### config.mk
export PLATFORM = sky130hd
export DESIGN_NAME = wb_arbiter_2m
export DESIGN_NICKNAME = d
export VERILOG_FILES = /design/src/rtl/wb_arbiter_2m.sv
export SDC_FILE = /design/constraint.sdc
export NUM_CORES = 1
export LEC_CHECK = 0
export CORE_AREA = 4 4 123 125
export CTS_CLUSTER_SIZE = 12
export DETAILED_ROUTE_END_ITERATION = 7
export DIE_AREA = 0 0 127 129
export MAX_ROUTING_LAYER = met4
export PLACE_DENSITY = 0.52
export SLEW_MARGIN = 15
export SYNTH_ARGS = -nofsm -noshare
export SYNTH_HDL_FRONTEND = slang
export SYNTH_SLANG_ARGS = --single-unit
### constraint.sdc
create_clock -name clk_i -period 2.1 [get_ports clk_i]
set_input_delay 0.42 -clock clk_i [delete_from_list [all_inputs] [get_ports clk_i]]
set_output_delay 0.42 -clock clk_i [all_outputs]
set_load 0.02 [all_outputs]
### src/rtl/wb_arbiter_2m.sv
// wb_arbiter_2m: two-master Wishbone arbiter in front of a single shared slave.
// Ownership is granted one cycle after a request is first seen and is held for
// as long as the owner keeps cyc asserted. A per-transfer wait counter forces
// an error termination when the slave does not respond within TIMEOUT_CYCLES.
module wb_arbiter_2m #(
   parameter int unsigned TIMEOUT_CYCLES = 15
) (
   input  logic        clk_i,
   input  logic        rst_ni,

   // master 0
   input  logic        m0_cyc_i,
   input  logic        m0_stb_i,
   input  logic        m0_we_i,
   input  logic [31:0] m0_adr_i,
   input  logic [31:0] m0_dat_i,
   input  logic [3:0]  m0_sel_i,
   output logic [31:0] m0_dat_o,
   output logic        m0_ack_o,
   output logic        m0_err_o,
   output logic        m0_rty_o,

   // master 1
   input  logic        m1_cyc_i,
   input  logic        m1_stb_i,
   input  logic        m1_we_i,
   input  logic [31:0] m1_adr_i,
   input  logic [31:0] m1_dat_i,
   input  logic [3:0]  m1_sel_i,
   output logic [31:0] m1_dat_o,
   output logic        m1_ack_o,
   output logic        m1_err_o,
   output logic        m1_rty_o,

   // shared slave
   output logic        s_cyc_o,
   output logic        s_stb_o,
   output logic        s_we_o,
   output logic [31:0] s_adr_o,
   output logic [31:0] s_dat_o,
   output logic [3:0]  s_sel_o,
   input  logic [31:0] s_dat_i,
   input  logic        s_ack_i,
   input  logic        s_err_i,
   input  logic        s_rty_i,

   // status
   output logic [1:0]  grant_o,
   output logic        timeout_o
);

   typedef enum logic [1:0] {
      ST_IDLE   = 2'd0,
      ST_OWN_M0 = 2'd1,
      ST_OWN_M1 = 2'd2
   } state_t;

   localparam logic [7:0] TIMEOUT_LIMIT = 8'(TIMEOUT_CYCLES);

   state_t      r_state;
   state_t      w_state_nxt;
   logic        r_prio;          // 0: M0 wins a tie in IDLE, 1: M1 wins
   logic        w_prio_nxt;
   logic [7:0]  r_wait_cnt;
   logic [7:0]  w_wait_cnt_nxt;

   logic        w_own0;
   logic        w_own1;
   logic        w_own_req;       // owner has cyc and stb asserted
   logic        w_slv_term;
   logic        w_cnt_hit;
   logic        w_force_err;

   // Decode ownership and the timeout condition from the registered state.
   always_comb begin
      w_own0     = (r_state == ST_OWN_M0);
      w_own1     = (r_state == ST_OWN_M1);
      w_own_req  = (w_own0 & m0_cyc_i & m0_stb_i) | (w_own1 & m1_cyc_i & m1_stb_i);
      w_slv_term = s_ack_i | s_err_i | s_rty_i;
      w_cnt_hit  = (r_wait_cnt == TIMEOUT_LIMIT);
      // A real slave termination in the timeout cycle takes precedence.
      w_force_err = w_own_req & w_cnt_hit & ~w_slv_term;
   end

   // State, priority pointer and wait counter registers.
   always_ff @(posedge clk_i or negedge rst_ni) begin
      if (!rst_ni) begin
         r_state    <= ST_IDLE;
         r_prio     <= 1'b0;
         r_wait_cnt <= '0;
      end else begin
         r_state    <= w_state_nxt;
         r_prio     <= w_prio_nxt;
         r_wait_cnt <= w_wait_cnt_nxt;
      end
   end

   // Next-state and priority logic: bus lock while cyc is held, direct handover.
   always_comb begin
      w_state_nxt = r_state;
      w_prio_nxt  = r_prio;
      unique case (r_state)
         ST_IDLE: begin
            if (m0_cyc_i && m1_cyc_i) begin
               w_state_nxt = r_prio ? ST_OWN_M1 : ST_OWN_M0;
            end else if (m0_cyc_i) begin
               w_state_nxt = ST_OWN_M0;
            end else if (m1_cyc_i) begin
               w_state_nxt = ST_OWN_M1;
            end
         end
         ST_OWN_M0: begin
            if (!m0_cyc_i) begin
               w_prio_nxt  = 1'b1;
               w_state_nxt = m1_cyc_i ? ST_OWN_M1 : ST_IDLE;
            end
         end
         ST_OWN_M1: begin
            if (!m1_cyc_i) begin
               w_prio_nxt  = 1'b0;
               w_state_nxt = m0_cyc_i ? ST_OWN_M0 : ST_IDLE;
            end
         end
         default: begin
            w_state_nxt = ST_IDLE;
         end
      endcase
   end

   // Wait counter: counts owner strobe cycles without a slave termination,
   // restarting after a forced error so it never passes the limit.
   always_comb begin
      if (!w_own_req || w_slv_term || w_cnt_hit) begin
         w_wait_cnt_nxt = '0;
      end else begin
         w_wait_cnt_nxt = r_wait_cnt + 8'd1;
      end
   end

   // Output mux: route the owner to the slave and slave responses to the owner.
   always_comb begin
      s_cyc_o   = 1'b0;
      s_stb_o   = 1'b0;
      s_we_o    = 1'b0;
      s_adr_o   = '0;
      s_dat_o   = '0;
      s_sel_o   = '0;
      m0_dat_o  = '0;
      m0_ack_o  = 1'b0;
      m0_err_o  = 1'b0;
      m0_rty_o  = 1'b0;
      m1_dat_o  = '0;
      m1_ack_o  = 1'b0;
      m1_err_o  = 1'b0;
      m1_rty_o  = 1'b0;
      grant_o   = {w_own1, w_own0};
      timeout_o = w_force_err;

      if (w_own0) begin
         s_cyc_o  = m0_cyc_i;
         s_stb_o  = m0_stb_i & ~w_force_err;
         s_we_o   = m0_we_i;
         s_adr_o  = m0_adr_i;
         s_dat_o  = m0_dat_i;
         s_sel_o  = m0_sel_i;
         m0_dat_o = s_dat_i;
         m0_ack_o = s_ack_i;
         m0_err_o = s_err_i | w_force_err;
         m0_rty_o = s_rty_i;
      end else if (w_own1) begin
         s_cyc_o  = m1_cyc_i;
         s_stb_o  = m1_stb_i & ~w_force_err;
         s_we_o   = m1_we_i;
         s_adr_o  = m1_adr_i;
         s_dat_o  = m1_dat_i;
         s_sel_o  = m1_sel_i;
         m1_dat_o = s_dat_i;
         m1_ack_o = s_ack_i;
         m1_err_o = s_err_i | w_force_err;
         m1_rty_o = s_rty_i;
      end
   end

endmodule

==> impl_metrics.py, run 1 <==
metrics = {
    "timing": {
        "min_period_ps": 2220,
        "fmax_ghz": 0.450,
        "setup_violations": 79,
        "hold_ws_ps": 530,
        "grt_setup_unrepaired": "yes",
        "hold_viol_final": 0,
        "worst_pin_slew_ps": 538,
        "post-route-period-util_pct": 106,
        "setup_slack_ps": -122,
        "final.setup_skew_ps": 2.08,
        "timing.final.max_slew_violations": 0,
        "relSlewSlack_pct": 64.0,
    },
    "logic_synthesis": {
        "ys.flop_type": "dfrtp_1",
        "seq_area_frac_synth_pct": 15.3,
        "synth.distinct_cells": 32,
        "ys_ff_latch": 11,
        "synth_edf_count": 0,
        "syn_nets": 410,
        "syn-instance-count": 230,
        "ys_warn_count": 0,
        "synth_area_mm2": 0.00180,
        "synth_area_per_cell_um2": 7.82,
        "async_flop_share_pct": 100,
    },
    "grt": {
        "grt_pass1_vias": 3498,
        "grt_first_pass_wirelength_um": 21000,
        "grt_max_degree": 31,
        "grtUsageTotal_pct": 16.8,
        "grt_overflow": 0,
        "antenna_found_initial": 1,
    },
    "placement": {
        "placement.io_buffers": 322,
        "dp_hpwl_um": 11100,
        "gp_congestion": 0.862,
    },
    "routing": {
        "met1Wirelength_um": 6100,
        "num_vias": 3347,
        "drtIter0Drc": 125,
        "route.met3.wl_um": 1110,
        "ant_nets": 0,
        "top_layer": "met4",
        "dr.pass1.iters": 4,
        "avgRoutedWirePerCell_um": 21.0,
        "routed_wirelength_um": 16000,
        "wl_met2_um": 8590,
        "drc": 0,
        "via_per_inst": 4.40,
    },
    "power": {
        "switching_power_mw": 1.76,
        "swShare_pct": 42.4,
        "seq_power_share_pct": 6.0,
        "pwr-share-comb_pct": 85.3,
        "power_mw": 4.15,
        "vdd.ir_drop.worst_uv": 247,
        "pwr_density_cell_mw_per_mm2": 691,
        "p_leak_nw": 2.75,
        "clkPwrFrac_pct": 8.7,
        "intPower_mw": 2.39,
    },
    "floorplanning": {
        "dieArea_mm2": 0.0164,
        "die_w_um": 127,
        "row_count": 43,
        "io_pins": 323,
        "start_util_pct": 13.0,
        "core-area_mm2": 0.0139,
        "die_y_um": 129,
    },
    "clocking": {
        "numCtsBuffers": 3,
        "clk_latency_ps": 240,
        "root_buffer": "clkbuf_16",
        "cts_tree": "done",
        "clockBufferDepth": 2,
        "clk_pin_slew_ps": 40,
        "cts_sinks": 11,
        "htree_num_levels": 1,
    },
    "worst_setup_path": {
        "arrival_ps": 1800,
        "worstPathRequired_ps": 1680,
        "path_cells": "buf_4 -> nand4b_1 -> a2111o_1 -> buf_4 -> o41ai_4 -> buf_4",
        "crit_type": "register to primary output",
        "path_common_cell": "buf_4",
        "crit_fanout": 2,
        "worst-path-buf-inv": 3,
        "critPathSlowestCell": "a2111o_1",
        "start_kind": "register",
        "slowest_delay_ps": 440,
        "cp-end-kind": "primary output",
        "critPathTopFamily": "compound AO/OA/AOI/OAI gates",
    },
    "hold_path": {
        "hold_class": "primary input to async pin",
    },
    "run_status": {
        "status": "complete, but fails checks",
        "violations": "setup timing",
    },
    "finish": {
        "nets": 761,
        "drive_gt1_share_pct": 40.3,
        "final_common_cell": "clkdlybuf4s50_1",
        "area_delta_synth_final_pct": 234,
        "layout_common_cells": "clkdlybuf4s50_1, buf_6, a22o_1",
    },
    "job": {
        "max_cap_viol_count": 0,
    },
}
## what timing repair did
| action | in CTS | in global routing |
|---|---|---|
| gates cloned | 7 | 12 |
| setup buffers | 12 | 2 |
| pin swaps | 18 | 45 |
| resized for setup | 641 | 175 |
| hold endpoints to repair | 0 | 0 |
| setup endpoints to repair | 142 | 100 |
| hold buffers | 0 | 0 |
## through the flow
| stage | setup TNS (ps) | utilization, % | area [µm²] | worst slack, ps | instances |
|---|---|---|---|---|---|
| 3_3_place_gp | -18000 | 38.3 | 5320 | -722 | 724 |
| 4_1_cts | -2980 | 37.3 | 5170 | -216 | 746 |
| 3_5_place_dp | -19340 | 38.3 | 5320 | -756 | 724 |
| 5_1_grt | -7330 | 43.3 | 6000 | -181 | 761 |
| 6_report | -3030 | 43.3 | 6000 | -122 | 761 |
| 2_1_floorplan | -295 | - | 1800 | -147 | 230 |
## registers in the layout (all words and copies together) (netlist names)
signal      count
r_prio          1
r_wait_cnt      8
r_state         2
## logic make-up (layout without fill, tap and decap cells)
kind of cell | count (synthesis) | in the layout | share of synthesized area, %
adders and majority gates | 1 | 1 | 0.696
other | 0 | 1 | 0
xor gates and xnor gates | 3 | 3 | 1.46
AOI/OAI and AO/OA | 85 | 85 | 40.3
buffers and inverters | 32 | 382 | 8.56
and+or+nand+nor | 98 | 98 | 33.7
DFF | 11 | 11 | 15.3
## cell type report
| cell class | instances | area, µm² |
|---|---|---|
| Tap cell | 180 | 225 |
| Multi-Input combinational cell | 187 | 1490 |
| Timing Repair Buffer | 375 | 3930 |
| Antenna cell | 1 | 2.50 |
| Sequential cell | 11 | 275 |
| Clock buffer | 4 | 78.8 |
| Inverter | 3 | 11.3 |
| Fill cell | 1364 | 7880 |
## layer usage
metal | global-route usage (%) | up-vias
li1 | - | 1561
met1 | 19.8 | 1561
met2 | 30.7 | 210
met3 | 2.57 | 15
met4 | 3.09 | 0
met5 | - | -
## path summary, 6_finish.rpt
kind,start,to,slack [ps],cells past startpoint
worst max register to register,r_state[0]$_DFFE_PN0P_,r_wait_cnt[1]$_DFF_PN0_,420,7
worst min-delay path,rst_ni,r_state[1]$_DFFE_PN0P_,530,1
worst max-delay path,r_state[0]$_DFFE_PN0P_,m1_err_o,-120,6
max in group asynchronous,rst_ni,r_wait_cnt[7]$_DFF_PN0_,1210,1
worst min register to register,r_wait_cnt[0]$_DFF_PN0_,r_wait_cnt[0]$_DFF_PN0_,540,2
min in group clk_i,r_wait_cnt[0]$_DFF_PN0_,r_wait_cnt[0]$_DFF_PN0_,540,2
## power groups by stage
stage          combinational [mW]  sequential, mW  clock, mW
6_report                     3.54           0.248      0.361
5_1_grt                      3.70           0.249      0.378
4_1_cts                      2.87           0.248      0.370
3_5_place_dp                 2.83           0.251          0
3_3_place_gp                 2.84           0.249          0
2_1_floorplan                1.34           0.243          0
## Yosys cell counts (3+ instances only)
master | number | share of area (%)
a22o_1 | 70 | 34
and2_1 | 69 | 24
clkbuf_1 | 15 | 3.1
dfrtp_1 | 11 | 15
buf_2 | 9 | 2.5
nand2_1 | 6 | 1.3
nor2_1 | 5 | 1.0
o21ai_0 | 5 | 1.4
inv_1 | 3 | 0.63
nand3_1 | 3 | 0.83
nor3_2 | 3 | 1.7
or3_1 | 3 | 1.0
Note: power is estimated with default switching activity, not from simulation.
==> inputs of run 2 (changes only) <==
Settings changed: MAX_ROUTING_LAYER met4 to not set.
==> run 2 against run 1 <==
Compared with the run above:
- highest routed layer unchanged
- critical path type unchanged
- utilization rose by 0.22 points
- non-clock buffer count rose by 1
- fmax barely moved
- sequential cell count did not move
- final cell count rose by 0.13%
- register-to-register slack barely moved
- the run still ends with setup timing left
==> impl_metrics.py, run 2 (same netlist as run 1, synthesis figures left out) <==
metrics = {
    "grt": {
        "grt_first_pass_wirelength_um": 21000,
        "grt_overflow": 0,
        "grt_max_degree": 31,
        "grtUsageTotal_pct": 16.3,
        "antenna_found_initial": 1,
        "grt_pass1_vias": 3491,
    },
    "finish": {
        "multiInputGateArea_mm2": 0.00149,
        "stdcell_count": 762,
        "top_regs": "r_wait_cnt (8), r_state (2), r_prio (1)",
        "largest-register": "r_wait_cnt",
        "layout_common_cells": "clkdlybuf4s50_1, buf_6, a22o_1",
        "seq_area_um2": 275,
        "area_delta_synth_final_pct": 236,
        "nets": 762,
        "filler_cell_count": 1364,
        "largest_register_ffs": 8,
        "drive_gt1_share_pct": 40.6,
        "final_common_cell": "clkdlybuf4s50_1",
    },
    "timing": {
        "fmax_ghz": 0.450,
        "post-route-period-util_pct": 106,
        "final.setup_skew_ps": 0.616,
        "grt_setup_unrepaired": "yes",
        "fin_tns_setup_ps": -3440,
        "timing.final.max_slew_violations": 0,
        "worst_pin_slew_ps": 533,
        "hold_ws_ps": 528,
        "setup_violations": 84,
        "min_period_ps": 2220,
        "relSlewSlack_pct": 64.4,
        "setup_slack_ps": -123,
        "hold_viol_final": 0,
    },
    "clocking": {
        "cts_sinks": 11,
        "numCtsBuffers": 3,
        "clk_latency_ps": 240,
        "clk_pin_slew_ps": 40,
        "cts_tree": "done",
        "clockBufferDepth": 2,
        "root_buffer": "clkbuf_16",
        "htree_num_levels": 1,
        "hold_buffers": 0,
    },
    "power": {
        "swShare_pct": 42.4,
        "clkPwrFrac_pct": 8.7,
        "intPower_mw": 2.41,
        "seq_power_share_pct": 5.9,
        "p_leak_nw": 2.76,
        "switching_power_mw": 1.78,
        "pwr_density_cell_mw_per_mm2": 694,
        "vdd.ir_drop.worst_uv": 249,
        "pwr-share-comb_pct": 85.4,
    },
    "job": {
        "max_cap_viol_count": 0,
    },
    "worst_setup_path": {
        "reg2reg_slack_ps": 420,
        "crit_fanout": 3,
        "start_kind": "register",
        "crit_type": "register to primary output",
        "cp-end-kind": "primary output",
        "worstReg2RegStart": "r_state[1]$_DFFE_PN0P_",
        "worstPathRequired_ps": 1680,
        "arrival_ps": 1800,
        "regToRegEndpoint": "r_wait_cnt[1]$_DFF_PN0_",
        "reg2reg_depth": 6,
    },
    "run_status": {
        "status": "complete, but fails checks",
        "violations": "setup timing",
    },
    "routing": {
        "dr.pass1.iters": 4,
        "num_vias": 3363,
        "routed_wirelength_um": 16300,
        "drtIter0Drc": 167,
        "drc": 0,
        "via_per_inst": 4.41,
        "ant_nets": 0,
        "avgRoutedWirePerCell_um": 21.4,
    },
    "placement": {
        "placement.io_buffers": 322,
        "dp_slack_ps": -756,
        "gp_congestion": 0.849,
        "dp_hpwl_um": 11100,
        "dp.cells": 724,
    },
    "floorplanning": {
        "dieArea_mm2": 0.0164,
        "start_util_pct": 13.0,
        "io_pins": 323,
        "core-area_mm2": 0.0139,
        "die_w_um": 127,
        "row_count": 43,
        "die_y_um": 129,
    },
    "hold_path": {
        "hold_class": "primary input to async pin",
    },
}
[run 2: cell count changes in the layout (fill, tap and decap cells not counted), sizes merged]
cell / delta
clkbuf: +1
[run 2: repair_timing]
item / CTS / global route
gates resized for setup: 641 / 177
pin swaps: 18 / 46
endpoints found under the setup margin: 142 / 98
cloned: 7 / 13
buffers inserted: 12 / 2
[run 2: per-layer routing]
layer,vias up,GRT usage (%),share of wire [%]
met3,22,3.86,8.6
met4,0,2.71,1.8
met2,231,30.7,53
met1,1549,19.0,36
met5,-,0,0
li1,1561,-,-
[run 2: area by class of cell]
class,count,area share (%)
tap,180,3.73
clock buffer,4,1.31
inverter,3,0.187
multi-input combinational,187,24.7
timing repair buffer,376,65.5
antenna,1,0.0415
sequential,11,4.56
[run 2: worst max-delay path: stages, from the launching register on]
cell and delay (ps):
dfrtp_1 390, nand4b_1 170, a2111o_1 440, buf_4 150, o41ai_4 210, buf_4 190
[run 2: how the worst max path moves through the flow]
stage / startpoint / end / slack (ps) / depth (start not counted)
after floorplan: r_state[1]$_DFFE_PN0P_ / m0_err_o / -150 / 4
after global placement: m0_cyc_i / m1_err_o / -720 / 5
after detailed placement: m0_cyc_i / m1_err_o / -760 / 5
after CTS: r_state[0]$_DFFE_PN0P_ / m0_err_o / -220 / 5
after global routing: r_state[1]$_DFFE_PN0P_ / m0_err_o / -180 / 5
final: r_state[1]$_DFFE_PN0P_ / m1_err_o / -120 / 5
[run 2: metrics by stage]
step | instance area [µm²] | util (%) | power, mW
2_1_floorplan | 1800 | - | 1.58
4_1_cts | 5170 | 37.3 | 3.49
6_report | 6030 | 43.5 | 4.19
5_1_grt | 6030 | 43.5 | 4.37
3_3_place_gp | 5320 | 38.3 | 3.09
3_5_place_dp | 5320 | 38.3 | 3.08
[run 2: power by group through the flow]
| stage | clock [mW] | combinational (mW) | sequential (mW) |
|---|---|---|---|
| global route | 0.375 | 3.74 | 0.249 |
| floorplan | 0 | 1.34 | 0.243 |
| detailed placement | 0 | 2.83 | 0.251 |
| CTS | 0.370 | 2.87 | 0.248 |
| global placement | 0 | 2.84 | 0.249 |
| finish | 0.364 | 3.58 | 0.249 |
==> inputs of run 3 (changes only) <==
Settings changed: CORE_AREA 4 4 123 125 to 4 4 122 124, DIE_AREA 0 0 127 129 to 0 0 126 128, PLACE_DENSITY 0.52 to 0.55.
Clock period 2.1 ns to 1.8 ns, I/O delays scaled along.
==> run 3 against run 2 <==
Compared with the run above:
- the flow still finishes with violations (setup timing)
- setup slack got worse by 230 ps
- cell area decreased by 6.5%
- via count decreased by 5.3%
- count of clock-buffer cells in the layout unchanged
- final cell count decreased by 1.6%
- clock power increased by 11%
- die area decreased by 1.6%
- largest power group unchanged
==> impl_metrics.py, run 3 (same netlist as run 1, synthesis figures left out) <==
metrics = {
    "run_status": {
        "status": "complete, but fails checks",
        "violations": "setup timing",
    },
    "finish": {
        "largest-register": "r_wait_cnt",
        "nets": 751,
        "area_delta_synth_final_pct": 214,
        "largest_register_ffs": 8,
        "multiInputGateArea_mm2": 0.00144,
        "drive_gt1_share_pct": 35.8,
        "num_antenna_cells": 0,
        "post-route-util_pct": 41.0,
        "filler_cell_count": 1409,
        "final_common_cell": "clkdlybuf4s50_1",
        "seq_area_um2": 275,
        "top_regs": "r_wait_cnt (8), r_state (2), r_prio (1)",
        "layout_common_cells": "clkdlybuf4s50_1, a22o_1, buf_4",
    },
    "floorplanning": {
        "die_w_um": 126,
        "row_count": 43,
        "die_y_um": 128,
        "dieArea_mm2": 0.0161,
        "start_util_pct": 13.1,
        "io_pins": 323,
        "core-area_mm2": 0.0138,
    },
    "worst_setup_path": {
        "crit_type": "register to primary output",
        "critPathTopFamily": "compound AO/OA/AOI/OAI gates",
        "arrival_ps": 1790,
        "worstPathRequired_ps": 1440,
        "start_kind": "register",
        "crit_fanout": 10,
        "slowest_delay_ps": 440,
        "cp-end-kind": "primary output",
        "worst-path-buf-inv": 3,
        "critPathSlowestCell": "a2111o_1",
        "path_cells": "nand4b_1 -> a2111o_1 -> buf_4 -> buf_12 -> a2bb2oi_2 -> buf_6",
    },
    "clocking": {
        "cts_tree": "done",
        "cts_sinks": 11,
        "clockBufferDepth": 2,
        "clk_pin_slew_ps": 40,
        "numCtsBuffers": 3,
        "root_buffer": "clkbuf_16",
        "htree_num_levels": 1,
        "clk_latency_ps": 240,
        "hold_buffers": 0,
    },
    "timing": {
        "hold_viol_final": 0,
        "hold_ws_ps": 479,
        "fmax_ghz": 0.465,
        "fin_tns_setup_ps": -29390,
        "grt_setup_unrepaired": "yes",
        "min_period_ps": 2150,
        "worst_pin_slew_ps": 539,
        "relSlewSlack_pct": 64.0,
        "setup_violations": 144,
        "timing.final.max_slew_violations": 0,
        "post-route-period-util_pct": 119,
        "setup_slack_ps": -348,
        "final.setup_skew_ps": 0.579,
    },
    "routing": {
        "via_per_inst": 4.25,
        "dr.pass1.iters": 4,
        "avgRoutedWirePerCell_um": 19.4,
        "num_vias": 3184,
        "drtIter0Drc": 134,
        "drc": 0,
        "ant_nets": 0,
        "routed_wirelength_um": 14500,
    },
    "grt": {
        "grtUsageTotal_pct": 16.4,
        "grt_pass1_vias": 3369,
        "grt_max_degree": 31,
        "grt_overflow": 0,
        "grt_first_pass_wirelength_um": 20700,
        "antenna_found_initial": 0,
    },
    "power": {
        "switching_power_mw": 1.90,
        "pwr-share-comb_pct": 83.9,
        "vdd.ir_drop.worst_uv": 263,
        "pwr_density_cell_mw_per_mm2": 767,
        "p_leak_nw": 2.54,
        "seq_power_share_pct": 6.7,
        "intPower_mw": 2.43,
        "clkPwrFrac_pct": 9.4,
        "swShare_pct": 43.8,
    },
    "hold_path": {
        "hold_class": "primary input to async pin",
    },
    "placement": {
        "dp_hpwl_um": 10800,
        "placement.io_buffers": 322,
        "gp_congestion": 0.853,
    },
    "job": {
        "max_cap_viol_count": 0,
    },
}
-- run 3: cell count changes in the layout (fill, tap and decap cells not counted), moves of 11 or more --
cell / delta
and2_4: -20
buf_6: -59
buf_4: +25
clkbuf_16: -11
clkdlybuf4s15_2: +28
and2_1: +20
-- run 3: layout make-up --
type | count | area share, %
clock buffer | 4 | 1.40
inverter | 3 | 0.200
multi-input combinational | 187 | 25.6
sequential | 11 | 4.88
tap | 180 | 3.99
timing repair buffer | 365 | 63.9
-- run 3: final timing paths --
path,slack [ps],to,startpoint,cells past startpoint
worst max-delay path,-350,s_stb_o,r_state[0]$_DFFE_PN0P_,6
worst min-delay path,480,r_wait_cnt[0]$_DFF_PN0_,rst_ni,1
worst max register to register,250,r_wait_cnt[6]$_DFF_PN0_,r_state[0]$_DFFE_PN0P_,5
worst min register to register,550,r_wait_cnt[0]$_DFF_PN0_,r_wait_cnt[0]$_DFF_PN0_,2
max in group asynchronous,960,r_state[1]$_DFFE_PN0P_,rst_ni,1
min in group clk_i,550,r_wait_cnt[0]$_DFF_PN0_,r_wait_cnt[0]$_DFF_PN0_,2
-- run 3: what timing repair did --
action	4_1_cts	5_1_grt
endpoints found under the hold margin	0	0
gates resized for setup	660	8
pin swaps	7	2
setup endpoints to repair	144	144
cloned	10	0
setup buffers	13	1
-- run 3: layer usage --
metal	vias to the layer above	routed length, µm	GRT usage [%]
met5	-	0	0
met4	0	104	2.33
met3	6	1390	5.29
met2	191	7440	29.5
met1	1451	5580	19.6
li1	1536	-	-
-- run 3: through the flow --
stage / cell area (µm²) / instances / setup WS, ps / total power, mW
floorplan: 1850 / 230 / -71.1 / 1.87
global placement: 5360 / 722 / -983 / 3.60
detailed placement: 5360 / 722 / -994 / 3.60
CTS: 5610 / 749 / -335 / 4.37
global route: 5640 / 750 / -421 / 4.55
finish: 5640 / 750 / -348 / 4.33
-- run 3: power groups by stage --
stage	combinational, mW	clock, mW	sequential [mW]
floorplan	1.58	0	0.284
global placement	3.31	0	0.290
detailed placement	3.31	0	0.292
CTS	3.67	0.409	0.289
global route	3.83	0.429	0.292
finish	3.63	0.405	0.291
